File: config.mk
export PLATFORM = sky130hd
export DESIGN_NAME = dgldpc_vnu_out_stage
export DESIGN_NICKNAME = d
export VERILOG_FILES = /design/src/rtl/dgldpc_vnu_out_stage.sv
export SDC_FILE = /design/constraint.sdc
export NUM_CORES = 1
export LEC_CHECK = 0
export ABC_AREA = 1
export CAP_MARGIN = 0
export CORE_ASPECT_RATIO = 1.1
export CORE_MARGIN = 5
export CORE_UTILIZATION = 35
export CTS_CLUSTER_DIAMETER = 50
export DETAILED_ROUTE_END_ITERATION = 8
export GPL_ROUTABILITY_DRIVEN = 0
export PLACE_DENSITY = 0.59
export SYNTH_ARGS = -nofsm -noshare
export SYNTH_HDL_FRONTEND = slang
export SYNTH_SLANG_ARGS = --single-unit
File: constraint.sdc
create_clock -name clk -period 1.6 [get_ports clk]
set_input_delay 0.32 -clock clk [delete_from_list [all_inputs] [get_ports clk]]
set_output_delay 0.32 -clock clk [all_outputs]
set_load 0.05 [all_outputs]
File: src/rtl/dgldpc_vnu_out_stage.sv
// dgldpc_vnu_out_stage: VNU result requantisation to 6-bit SM V2C messages, hard decision, skid-buffered output and per-frame HD word
// Optional macro SAT_CNT_EN adds o_sat_cnt, a per-frame count of saturated extrinsic lanes.
module dgldpc_vnu_out_stage #(
  parameter int N_COL = 16,
  parameter int SHIFT = 0,
  localparam int CW = $clog2(N_COL)
) (
  input  logic                  clk,
  input  logic                  rst,
  input  logic                  i_valid,
  output logic                  o_ready,
  input  logic [0:4][10:0]      i_data,
  output logic                  o_valid,
  input  logic                  i_ready,
  output logic [0:3][5:0]       o_data,
  output logic                  o_hd,
  output logic [CW-1:0]         o_col,
  output logic                  o_last,
  output logic [N_COL-1:0]      o_hd_word,
  output logic                  o_hd_valid
`ifdef SAT_CNT_EN
  ,
  output logic [15:0]           o_sat_cnt
`endif
);
  logic [0:3][5:0] q_data;
  logic            q_hd;
  logic            in_fire, out_fire, blocked;
  logic [CW-1:0]   col_q, col_d;
  logic            out_valid_q, skid_full_q;
  logic [0:3][5:0] out_data_q, skid_data_q;
  logic            out_hd_q, skid_hd_q;
  logic [CW-1:0]   out_col_q, skid_col_q;
  logic [N_COL-1:0] acc_q, acc_d, hd_word_q;
  logic            hd_valid_q;
`ifdef SAT_CNT_EN
  logic [3:0]      sat;
  logic [2:0]      q_nsat, out_nsat_q, skid_nsat_q;
  logic [15:0]     sat_cnt_q;
  logic [16:0]     sat_sum;
`endif

  for (genvar l = 0; l < 4; l++) begin : g_lane
    logic [9:0] m;
    logic       s;
    logic [4:0] mag;
    assign m   = i_data[l][9:0] >> SHIFT;
    assign s   = m > 10'd31;
    assign mag = s ? 5'd31 : m[4:0];
    // a zero magnitude always leaves as +0
    assign q_data[l] = {i_data[l][10] & (mag != 5'd0), mag};
`ifdef SAT_CNT_EN
    assign sat[l] = s;
`endif
  end

  assign q_hd     = i_data[4][10] & (|i_data[4][9:0]);
  assign o_ready  = ~skid_full_q;
  assign in_fire  = i_valid & ~skid_full_q;
  assign out_fire = out_valid_q & i_ready;
  assign blocked  = out_valid_q & ~i_ready;
  assign col_d    = in_fire ? ((col_q == CW'(N_COL - 1)) ? '0 : col_q + 1'b1) : col_q;
  assign o_valid  = out_valid_q;
  assign o_data   = out_data_q;
  assign o_hd     = out_hd_q;
  assign o_col    = out_col_q;
  assign o_last   = out_col_q == CW'(N_COL - 1);
  assign o_hd_word  = hd_word_q;
  assign o_hd_valid = hd_valid_q;
`ifdef SAT_CNT_EN
  assign q_nsat    = 3'(sat[0]) + 3'(sat[1]) + 3'(sat[2]) + 3'(sat[3]);
  assign sat_sum   = {1'b0, hd_valid_q ? 16'd0 : sat_cnt_q} + 17'(out_fire ? out_nsat_q : 3'd0);
  assign o_sat_cnt = sat_cnt_q;
`endif

  // column index is taken when a beat is accepted and travels with it
  always_ff @(posedge clk) begin
    if (rst) col_q <= '0;
    else col_q <= col_d;
  end

  // output register plus one-entry skid; skid only fills when the output is blocked
  always_ff @(posedge clk) begin
    if (rst) begin
      out_valid_q <= 1'b0;
      out_data_q  <= '0;
      out_hd_q    <= 1'b0;
      out_col_q   <= '0;
      skid_full_q <= 1'b0;
      skid_data_q <= '0;
      skid_hd_q   <= 1'b0;
      skid_col_q  <= '0;
`ifdef SAT_CNT_EN
      out_nsat_q  <= '0;
      skid_nsat_q <= '0;
`endif
    end else if (skid_full_q) begin
      if (out_fire) begin
        out_data_q  <= skid_data_q;
        out_hd_q    <= skid_hd_q;
        out_col_q   <= skid_col_q;
`ifdef SAT_CNT_EN
        out_nsat_q  <= skid_nsat_q;
`endif
        skid_full_q <= 1'b0;
      end
    end else if (in_fire) begin
      if (blocked) begin
        skid_data_q <= q_data;
        skid_hd_q   <= q_hd;
        skid_col_q  <= col_q;
`ifdef SAT_CNT_EN
        skid_nsat_q <= q_nsat;
`endif
        skid_full_q <= 1'b1;
      end else begin
        out_data_q  <= q_data;
        out_hd_q    <= q_hd;
        out_col_q   <= col_q;
`ifdef SAT_CNT_EN
        out_nsat_q  <= q_nsat;
`endif
        out_valid_q <= 1'b1;
      end
    end else if (out_fire) begin
      out_valid_q <= 1'b0;
    end
  end

  // accumulator with the current output beat's decision merged in
  always_comb begin
    acc_d = acc_q;
    if (out_fire) acc_d[out_col_q] = out_hd_q;
  end

  // publish the frame word the cycle after its last column leaves
  always_ff @(posedge clk) begin
    if (rst) begin
      acc_q      <= '0;
      hd_word_q  <= '0;
      hd_valid_q <= 1'b0;
    end else begin
      hd_valid_q <= out_fire & o_last;
      if (out_fire & o_last) begin
        hd_word_q <= acc_d;
        acc_q     <= '0;
      end else begin
        acc_q <= acc_d;
      end
    end
  end

`ifdef SAT_CNT_EN
  // per-frame saturation count, restarted on the word-valid pulse
  always_ff @(posedge clk) begin
    if (rst) sat_cnt_q <= '0;
    else sat_cnt_q <= sat_sum[16] ? 16'hFFFF : sat_sum[15:0];
  end
`endif

endmodule

Word-level counts from Yosys, hierarchy flattened. Cells that the tools add are included.

Logic and storage cells: 81. Bits in writable memories: 0. ROM bits: 0. Memories: 0. Register bits after elaboration: 97. Latch bits: 0. Bits of input ports: 59.

Add/subtract/negate cells: 1. Muxes and demuxes: 28. Shifts and indexed selects: 0. Multipliers: 0. Divide/modulo/power cells: 0. Reduce and logical (&&, ||, !) cells: 12. Magnitude comparators: 6. Bitwise gates (word level): 11. Equality and inequality tests: 5.

Operators with widths (number): two-way mux 24 bit (4); > comparator 10 x 5 -> 1 bit, second input constant (4); two-way mux 4 bit (5); two-way mux 5 bit (4); nonzero test 5 bit (4); bitwise mux 16 bit (1); two-way mux 16 bit (1); two-way mux 1 bit (12); OR reduction 10 bit (1); bitwise AND 1 bit (9); AND reduction 3 bit (3); == test 4 bit, second input constant (2); less-than comparator 4 x 5 -> 1 bit, second input constant (1); adder 4 x 1 -> 4 bit, second input constant (1); demux 1 bit (select 4 bit) (1); >= comparator 4 x 1 -> 1 bit, second input constant (1); inequality test 2 bit, second input constant (2); nonzero test 2 bit (2); inequality test 2 x 1 -> 1 bit, second input constant (1); NOT 1 bit (2); OR reduction 2 bit (1); logical AND 1 bit (1).

Longest topological paths before layout. Gate-level depths: netlist of run 1.

Word-level depth: 7. Gate-level depth with buffers: 9. Gate-level depth less buffers: 7.

Worst setup path before layout of run 1. No wires, ideal clock.

Path type: register to output. Start point: register out_col_q[1] (netlist: o_col[1]). End point: output o_last. Stages on the path, launching flop included: 3. Setup slack: -0.280 ns. Arrival: 1.560 ns. Cells stage by stage: dfxtp_1 -> nand2_1 -> nor2_1.

Longest elaborated chain between the ends: 1.

RTL lines: start, declared (RTL line 33) `logic [CW-1:0] out_col_q, skid_col_q;`; start signal, assigned (RTL line 101) `out_col_q <= skid_col_q;`; start signal, assigned (RTL line 119) `out_col_q <= col_q;`; == test 4 bit (RTL line 67) `assign o_last = out_col_q == CW'(N_COL - 1);`; end, declared (RTL line 18) `output logic o_last,`.

No other way between the ends.

Worst setup path after layout of run 1.
Start point: register skid_full_q. End point: output o_ready.

Longest elaborated chain between the ends: 1.

RTL lines: start, declared (RTL line 30) `logic out_valid_q, skid_full_q;`; start signal, assigned (RTL line 89) `skid_full_q <= 1'b0;`; start signal, assigned (RTL line 105) `skid_full_q <= 1'b0;`; start signal, assigned (RTL line 115) `skid_full_q <= 1'b1;`; NOT 1 bit (no line); end, declared (RTL line 11) `output logic o_ready,`.

No other way between the ends.

==> flow_summary.json, run 1 <==
{
  "slew_viol_final": 0,
  "dominant_combinational_cell_family_by_area_after_synthesis": "compound AO/OA/AOI/OAI gates",
  "layout_commonest_cell": "sky130_fd_sc_hd__nand2_1",
  "report.final.setup_viol": 0,
  "critical_path_required_ns": 1.28,
  "peakVddDrop_v": 0.0004290,
  "power.internal_mw": 4.082,
  "ys_seq_elements": 96,
  "cts_tree": "built",
  "wire_per_inst_um": 13.17,
  "startpoint": "skid_full_q",
  "critical_path_buf_inv_count": 3,
  "avgViaCountPerCell": 4.823,
  "ys_async_sr_fraction_pct": 0,
  "synth_area_in_simple_gates_pct": 20.65,
  "kind_of_critical_path": "register to output pin",
  "worst_slack_ns": 0.07600,
  "final_period_minus_worst_setup_slack_ns": 1.524,
  "post_route_cells_drive_above_1_share_pct": 16.67,
  "max_freq_ghz": 0.6562,
  "clock_sinks": 96,
  "grt_first_pass_wirelength_mm": 18.47,
  "h-tree-depth": 3,
  "synthFlopType": "sky130_fd_sc_hd__dfxtp_1",
  "fillerInstances": 1141,
  "clock_tree.root_cell": "sky130_fd_sc_hd__clkbuf_16",
  "grt_start_max_net_pins": 57,
  "grt_pass1_vias": 3952,
  "post-dp-hpwl_mm": 7.979,
  "timing_worst_slew_pin_value_ns": 0.3847,
  "clk_latency_ns": 0.34,
  "worstPathCellList": "inv_2 -> buf_6 -> buf_4",
  "fin_util_pct": 50.13,
  "p_per_area_nw_per_um2": 981.4,
  "worstPathArrival_ns": 1.20,
  "outcome": "completed",
  "floorplan.die_area_um2": 13870,
  "dr.pass1.iters": 5,
  "p_clk_share_pct": 36.5,
  "postRouteAntennaNets": 0,
  "worst_path_dominant_cell_family": "buffers and inverters",
  "power_leakage_nw": 2.570,
  "final_cell_mix": "111 x sky130_fd_sc_hd__nand2_1, 91 x sky130_fd_sc_hd__dfxtp_1, 78 x sky130_fd_sc_hd__o21ai_0",
  "maxSlewHeadroom_pct": 74.26,
  "swShare_pct": 27.47,
  "yosys.area_share.xor_xnor_pct": 0.2155,
  "number_of_post_cts_setup_repair_buffers": 0,
  "core_um2": 11440,
  "grt_setup_unrepaired": "no",
  "netlist-cell-type-count": 27,
  "cap_violations": 0,
  "io-pin-count": 108,
  "power_frac_seq_pct": 45.8,
  "p_r_area_growth_vs_syn_pct": 41.06,
  "p_sw_mw": 1.546,
  "synth.area.mux_share_pct": 0,
  "comb_power_share_pct": 17.7,
  "cts_max_path_buffers": 2,
  "floorplan.rows": 41,
  "final_min_period_over_clock_period_pct": 95.25,
  "ys.warnings.count": 0,
  "critPathMaxFanout": 20,
  "final_report_hold_violation_count": 0,
  "synth_area_um2": 4065,
  "die-width_um": 112.8,
  "via_count": 4080,
  "drt-initial-drc-count": 266,
  "synth_nets": 630,
  "critical_path.startpoint_type": "register",
  "grt.overflow.total": 0,
  "final_net_count": 751,
  "die_h_um": 123.0,
  "postSynthAreaPerCell_um2": 7.132,
  "insertedDiodeCount": 0,
  "worst_r2r_startpoint": "skid_full_q",
  "drc": 0,
  "critical_path.slowest_cell": "sky130_fd_sc_hd__dfxtp_1",
  "worstHoldPathType": "register to register",
  "hp-start": "skid_col_q[0]",
  "post_synth_inst_count": 570,
  "cts_hold_buffers": 0,
  "cts_made_buffers": 9,
  "worst_path_largest_cell_delay_ns": 0.32,
  "post_synth_fa_ha_maj_area_fraction_pct": 0.3078,
  "finalClockSkew_ns": 0.006991,
  "initial_core_utilization_pct": 35.54,
  "synth-seq-area-share_pct": 47.28,
  "wirelength_mm": 11.14,
  "clk_transition_reported_paths_ns": 0.06,
  "global_route.usage.total_pct": 16.35,
  "synth_enable_flop_cells": 0,
  "initial_antenna_violation_count": 0,
  "worstSetupEndpointType": "output pin",
  "port-buffer-count": 107,
  "place_ws_ns": -0.1819,
  "synth_compound_gate_area_share_pct": 22.04
}
[registers in the layout, indices dropped and copies added, names as in the netlist, 4 cells and up]
signal	flops
o_data	24
skid_data_q	24
o_hd_word	16
acc_q	15
col_q	4
o_col	4
skid_col_q	4
[area by class of cell]
class | instances | area (µm²) | area share, %
clock buffers | 14 | 274.0 | 4.779
clock inverters | 2 | 12.51 | 0.2182
inverters | 64 | 240.2 | 4.189
multi-input cells | 377 | 1767 | 30.81
flip-flops and latches | 96 | 1931 | 33.67
well taps | 150 | 187.7 | 3.273
repair buffers | 143 | 1323 | 23.06
[kinds of logic after synthesis]
group / after synthesis
xor+xnor: 1
compound gates: 174
buf+inv: 97
simple gates: 201
fa+ha+maj: 1
flops: 96
[power by group through the flow]
stage / registers (mW) / clock network [mW] / logic [mW]
2_1_floorplan: 2.86 / 0 / 0.319
3_3_place_gp: 2.63 / 0 / 0.990
3_5_place_dp: 2.63 / 0 / 1.00
4_1_cts: 2.58 / 2.11 / 1.00
5_1_grt: 2.59 / 2.22 / 1.08
6_report: 2.58 / 2.06 / 0.994
[worst min-delay path, delay by kind of cell, from the launching register on]
kind | cells | cell delay (ns)
buffers and inverters | 1 | 0.05
AO/OA/AOI/OAI | 1 | 0.05
flip-flops | 1 | 0.30
[cell usage after synthesis, types with 2 or more instances]
cell	instances	area, µm²
sky130_fd_sc_hd__nor3_1	2	10.01
sky130_fd_sc_hd__o21ai_1	11	55.05
sky130_fd_sc_hd__buf_2	8	40.04
sky130_fd_sc_hd__o21ai_0	78	390.4
sky130_fd_sc_hd__nor3_2	2	20.02
sky130_fd_sc_hd__nand2_2	2	12.51
sky130_fd_sc_hd__nor2_1	43	161.4
sky130_fd_sc_hd__inv_2	3	11.26
sky130_fd_sc_hd__a21oi_1	65	325.3
sky130_fd_sc_hd__clkbuf_1	21	78.83
sky130_fd_sc_hd__nand2_1	111	416.7
sky130_fd_sc_hd__nand3_1	36	180.2
sky130_fd_sc_hd__dfxtp_1	96	1922
sky130_fd_sc_hd__inv_1	60	225.2
sky130_fd_sc_hd__a31oi_1	20	125.1
[metrics by stage]
step | power (mW) | std cells | TNS, ns | hold slack (ns) | cell area (µm²)
finish | 5.628 | 846 | 0 | 0.4460 | 5734
global route | 5.892 | 846 | 0 | 0.4625 | 5734
CTS | 5.687 | 846 | 0 | 0.4500 | 5732
detailed placement | 3.629 | 830 | -9.741 | 0.4414 | 5441
global placement | 3.617 | 830 | -8.333 | 0.4388 | 5441
floorplan | 3.177 | 570 | 0 | 0.3891 | 4075
[worst paths after layout]
path | to | slack, ns | depth (start not counted)
max | o_ready | 0.08 | 3
min | skid_col_q[0] | 0.45 | 2
max reg2reg | o_col[0] | 0.27 | 7
min reg2reg | skid_col_q[0] | 0.45 | 2
[metal layers]
layer  global-route usage [%]  routed length (µm)
met1                    20.51                4943
met5                        0                   0
met3                    3.671                 622
met2                    28.15                5510
met4                    4.959                  63
[repair_timing]
action / in CTS / in global routing
gates cloned: 0 / 0
endpoints found under the setup margin: 1 / 1
gates resized for setup: 1 / 1
Note: power is estimated with default switching activity, not from simulation.
==> run 2: changes to the inputs <==
--- a/config.mk
+++ b/config.mk
@@ -8,7 +8,6 @@
 export ABC_AREA = 1
 export CAP_MARGIN = 0
 export CORE_ASPECT_RATIO = 1.1
-export CORE_MARGIN = 5
 export CORE_UTILIZATION = 35
 export CTS_CLUSTER_DIAMETER = 50
 export DETAILED_ROUTE_END_ITERATION = 8
==> constraint.sdc (replaced) <==
create_clock -name clk -period 1.6 [get_ports clk]
set_input_delay 0.48 -clock clk [delete_from_list [all_inputs] [get_ports clk]]
set_output_delay 0.48 -clock clk [all_outputs]
set_load 0.05 [all_outputs]
==> flow_summary.json, run 2 (synthesized netlist as in run 1, its figures left out) <==
{
  "outcome": "completed",
  "grt_setup_unrepaired": "no",
  "port-buffer-count": 107,
  "final_period_minus_worst_setup_slack_ns": 1.555,
  "p_clk_share_pct": 35.7,
  "via_count": 4146,
  "final_min_period_over_clock_period_pct": 97.20,
  "worstHoldPathType": "register to register",
  "cts_tree": "built",
  "p_sw_mw": 1.596,
  "grt_start_max_net_pins": 43,
  "floorplan.rows": 40,
  "layout_commonest_cell": "sky130_fd_sc_hd__nand2_1",
  "placedCellCount": 830,
  "clock_sinks": 96,
  "final_net_count": 761,
  "floorplan.die_area_um2": 12050,
  "dpl_cell_area_um2": 6016,
  "worstPathCellList": "nand2_2 -> nor2_4 -> buf_12",
  "insertedDiodeCount": 0,
  "io-pin-count": 108,
  "setup_tns_ns": 0,
  "finalClockSkew_ns": 0.007638,
  "worstPathArrival_ns": 1.08,
  "cts_hold_buffers": 0,
  "postRouteAntennaNets": 0,
  "timing_worst_slew_pin_value_ns": 0.4157,
  "clk_transition_reported_paths_ns": 0.07,
  "post_route_cell_area_um2": 6464,
  "worst_path_dominant_cell_family": "flip-flops",
  "wire_per_inst_um": 13.18,
  "worst_path_largest_cell_delay_ns": 0.39,
  "grt_first_pass_wirelength_mm": 18.14,
  "clk_latency_ns": 0.33,
  "kind_of_critical_path": "register to output pin",
  "wirelength_mm": 11.24,
  "worstSetupEndpointType": "output pin",
  "die_h_um": 115.0,
  "global_route.usage.total_pct": 18.50,
  "cts_made_buffers": 9,
  "worst_slack_ns": 0.04487,
  "timing.critical_path.depth": 3,
  "ff2ff_path_depth": 8,
  "max_freq_ghz": 0.6430,
  "swShare_pct": 26.90,
  "power.internal_mw": 4.337,
  "power_leakage_nw": 2.819,
  "dr.pass1.iters": 4,
  "post_route_cells_drive_above_1_share_pct": 19.12,
  "core_um2": 11110,
  "post_layout_nonfiller_instances": 853,
  "drt-initial-drc-count": 171,
  "cts_max_path_buffers": 2,
  "comb_power_share_pct": 20.3,
  "h-tree-depth": 3,
  "peakVddDrop_v": 0.0005274,
  "p_r_area_growth_vs_syn_pct": 59.00,
  "maxSlewHeadroom_pct": 72.18,
  "initial_core_utilization_pct": 36.59,
  "final_cell_mix": "107 x sky130_fd_sc_hd__nand2_1, 90 x sky130_fd_sc_hd__dfxtp_1, 72 x sky130_fd_sc_hd__o21ai_0",
  "cap_violations": 0,
  "avgViaCountPerCell": 4.860,
  "critPathMaxFanout": 5,
  "power_frac_seq_pct": 44.0,
  "critical_path.startpoint_type": "register",
  "final_report_hold_violation_count": 0,
  "slew_viol_final": 0,
  "critical_path.slowest_cell": "sky130_fd_sc_hd__dfxtp_4",
  "report.final.setup_viol": 0,
  "p_per_area_nw_per_um2": 917.8,
  "drc": 0,
  "grt.overflow.total": 0,
  "place_ws_ns": -0.4250,
  "worstHoldPathCells": 2,
  "initial_antenna_violation_count": 0,
  "post-dp-hpwl_mm": 7.759,
  "critical_path_buf_inv_count": 1,
  "die-width_um": 104.8,
  "critical_path_required_ns": 1.12,
  "grt_pass1_vias": 3941,
  "clock_tree.root_cell": "sky130_fd_sc_hd__clkbuf_16"
}
==> run 2: layer usage <==
layer | track usage [%] | wire length [µm]
met2 | 32.80 | 5513
met4 | 7.606 | 220
met3 | 3.798 | 675
met5 | 0 | 0
met1 | 21.94 | 4834
==> run 2: worst reg2reg max path, stage by stage, from the launching register on <==
cell and delay, ns:
sky130_fd_sc_hd__dfxtp_1 0.32, sky130_fd_sc_hd__inv_2 0.17, sky130_fd_sc_hd__nand2_2 0.13, sky130_fd_sc_hd__o21ai_2 0.11, sky130_fd_sc_hd__nand2_4 0.12, sky130_fd_sc_hd__inv_6 0.10
sky130_fd_sc_hd__clkbuf_16 0.16, sky130_fd_sc_hd__o21ai_0 0.10, sky130_fd_sc_hd__a21oi_1 0.16
==> run 2: power by group through the flow <==
| stage | Sequential [mW] | Clock, mW | Combinational, mW |
|---|---|---|---|
| floorplan | 2.86 | 0 | 0.320 |
| global placement | 2.67 | 0 | 1.14 |
| detailed placement | 2.67 | 0 | 1.15 |
| CTS | 2.61 | 2.16 | 1.17 |
| global route | 2.63 | 2.28 | 1.29 |
| finish | 2.61 | 2.12 | 1.21 |
==> run 2: final timing paths <==
kind / startpoint / slack, ns / endpoint
setup / recovery: o_col[3] / 0.04 / o_last
hold / removal: skid_col_q[0] / 0.47 / skid_col_q[0]
setup reg to reg: skid_full_q / 0.15 / o_data[18]
hold reg to reg: skid_col_q[0] / 0.47 / skid_col_q[0]
==> run 2: per-stage QoR <==
| stage | total power [mW] | utilization (%) | hold slack (ns) |
|---|---|---|---|
| floorplan | 3.178 | - | 0.4245 |
| CTS | 5.937 | 57.24 | 0.4644 |
| global placement | 3.805 | 54.14 | 0.4355 |
| global route | 6.197 | 58.18 | 0.5049 |
| detailed placement | 3.817 | 54.14 | 0.4536 |
| finish | 5.933 | 58.18 | 0.4670 |
==> run 2: cell type report <==
type	count	area (µm²)
Clock buffer	11	242.7
Clock inverter	5	56.30
Fill cell	1043	4647
Inverter	64	245.2
Multi-Input combinational cell	377	1808
Sequential cell	96	1939
Tap cell	147	183.9
Timing Repair Buffer	153	1988
==> run 2: timing repair <==
action | 4_1_cts | 5_1_grt
resized for setup | 13 | 14
pin swaps | 1 | 3
cloned | 0 | 2
setup endpoints to repair | 44 | 45
setup buffers | 1 | 4
==> run 3: changes to the inputs <==
--- a/config.mk
+++ b/config.mk
@@ -8,11 +8,11 @@
 export ABC_AREA = 1
 export CAP_MARGIN = 0
 export CORE_ASPECT_RATIO = 1.1
-export CORE_UTILIZATION = 35
+export CORE_UTILIZATION = 40
 export CTS_CLUSTER_DIAMETER = 50
 export DETAILED_ROUTE_END_ITERATION = 8
 export GPL_ROUTABILITY_DRIVEN = 0
-export PLACE_DENSITY = 0.59
+export PLACE_DENSITY = 0.66
 export SYNTH_ARGS = -nofsm -noshare
 export SYNTH_HDL_FRONTEND = slang
 export SYNTH_SLANG_ARGS = --single-unit
==> flow_summary.json, run 3 (synthesized netlist as in run 1, its figures left out) <==
{
  "outcome": "finished with violations",
  "violations": "design-rule violations",
  "wire_per_inst_um": 13.55,
  "insertedDiodeCount": 0,
  "worstHoldPathType": "register to register",
  "fillerInstances": 856,
  "final_min_period_over_clock_period_pct": 98.44,
  "critical_path_required_ns": 1.12,
  "post_route_cells_drive_above_1_share_pct": 18.89,
  "dpl_cell_area_um2": 5937,
  "peakVddDrop_v": 0.0004273,
  "p_per_area_nw_per_um2": 870.0,
  "cts_max_path_buffers": 2,
  "floorplan.die_area_um2": 10570,
  "wirelength_mm": 11.17,
  "final_period_minus_worst_setup_slack_ns": 1.575,
  "setup_tns_ns": 0,
  "clock_tree.root_cell": "sky130_fd_sc_hd__clkbuf_8",
  "cap_violations": 0,
  "via_count": 4243,
  "worst_path_largest_cell_delay_ns": 0.38,
  "ff2ff_path_depth": 8,
  "max_freq_ghz": 0.6349,
  "post_route_cell_area_um2": 6354,
  "critical_path_buf_inv_count": 1,
  "worst_path_dominant_cell_family": "flip-flops",
  "h-tree-depth": 3,
  "core_um2": 9889,
  "final_report_hold_violation_count": 0,
  "power_leakage_nw": 2.777,
  "layout_commonest_cell": "sky130_fd_sc_hd__nand2_1",
  "area.sequential_um2": 1939,
  "clk_latency_ns": 0.37,
  "global_route.usage.total_pct": 20.76,
  "worst_r2r_startpoint": "o_valid",
  "finalClockSkew_ns": 0.01161,
  "clock_sinks": 96,
  "io-pin-count": 108,
  "initial_core_utilization_pct": 41.11,
  "grt_pass1_vias": 3973,
  "report.final.setup_viol": 0,
  "dr.pass1.iters": 7,
  "drc": 4,
  "final_cell_mix": "107 x sky130_fd_sc_hd__nand2_1, 90 x sky130_fd_sc_hd__dfxtp_1, 69 x sky130_fd_sc_hd__o21ai_0",
  "timing_worst_slew_pin_value_ns": 0.3523,
  "startpoint": "o_col[3]",
  "grt_first_pass_wirelength_mm": 17.59,
  "critPathMaxFanout": 4,
  "worstPathCellList": "nand2_4 -> nor2_4 -> buf_12",
  "drt-initial-drc-count": 294,
  "die_h_um": 107.7,
  "post-dp-hpwl_mm": 7.552,
  "postRouteAntennaNets": 0,
  "critical_path.startpoint_type": "register",
  "post_layout_nonfiller_instances": 824,
  "placedCellCount": 797,
  "critical_path.slowest_cell": "sky130_fd_sc_hd__dfxtp_4",
  "multi_input_comb_area_um2": 1808,
  "maxSlewHeadroom_pct": 76.51,
  "slew_viol_final": 0,
  "fin_util_pct": 64.25,
  "grt_start_max_net_pins": 43,
  "cts_made_buffers": 9,
  "die-width_um": 98.12,
  "floorplan.rows": 38,
  "initial_antenna_violation_count": 0,
  "p_r_area_growth_vs_syn_pct": 56.29,
  "worstPathArrival_ns": 1.09,
  "final_net_count": 760,
  "grt.overflow.total": 0,
  "worstSetupEndpointType": "output pin",
  "clk_transition_reported_paths_ns": 0.09,
  "critical_path.endpoint": "o_last",
  "avgViaCountPerCell": 5.149,
  "kind_of_critical_path": "register to output pin",
  "cts_tree": "built",
  "critical_register_to_register_path_endpoint": "skid_data_q[16]",
  "timing.critical_path.depth": 3,
  "reg2reg_setup_slack_ns": 0.23,
  "port-buffer-count": 107
}
run 3: worst min-delay path by stage:
| stage | from | to | slack, ns | depth (start not counted) |
|---|---|---|---|---|
| final | skid_col_q[0] | skid_col_q[0] | 0.45 | 2 |
| after global routing | skid_col_q[0] | skid_col_q[0] | 0.48 | 2 |
| after CTS | skid_col_q[0] | skid_col_q[0] | 0.45 | 2 |
| after detailed placement | skid_col_q[0] | skid_col_q[0] | 0.44 | 2 |
| after global placement | skid_col_q[0] | skid_col_q[0] | 0.43 | 2 |
| after floorplan | skid_col_q[0] | skid_col_q[0] | 0.42 | 2 |
run 3: metrics by stage:
step,setup WS [ns],hold slack [ns],power (mW)
2_1_floorplan,0.03583,0.4245,3.178
6_report,0.02503,0.4528,5.527
3_5_place_dp,-0.4361,0.4398,3.812
4_1_cts,-0.02962,0.4519,5.505
5_1_grt,-0.003284,0.4826,5.754
3_3_place_gp,-0.3402,0.4343,3.793
run 3: worst reg2reg max path, delay by kind of cell, from the launching register on:
family	cells	cell delay, ns
AND/OR/NAND/NOR	2	0.22
AO/OA/AOI/OAI	1	0.08
buffers and inverters	5	0.57
flip-flops	1	0.38
run 3: power breakdown:
part / switching [mW] / internal, mW / total (mW) / leakage, nW
clock: 0.834 / 0.872 / 1.71 / 0.0946
combinational: 0.624 / 0.588 / 1.21 / 1.89
sequential: 0.108 / 2.50 / 2.61 / 0.788
run 3: per-layer routing:
metal / part of all wire [%] / GRT usage, % / vias up
met1: 43 / 23.92 / 1973
met3: 4.8 / 4.026 / 16
met4: 2.1 / 10.50 / 0
li1: - / - / 2125
met5: 0 / 0 / -
met2: 50 / 36.62 / 129
run 3: cell type report:
class                      count  share of cell area (%)
clock buffer                  10                   2.009
inverter                      64                   3.781
multi-input combinational    377                   28.46
tap                          120                   2.363
sequential                    96                   30.52
timing repair buffer         152                   31.57
clock inverter                 5                   1.300
run 3: repair_timing:
action                     CTS  global route
setup buffers                2             7
resized for setup            9            21
pin swaps                    0             2
setup endpoints to repair    4            86
gates cloned                 0             3
hold buffers                 0             0
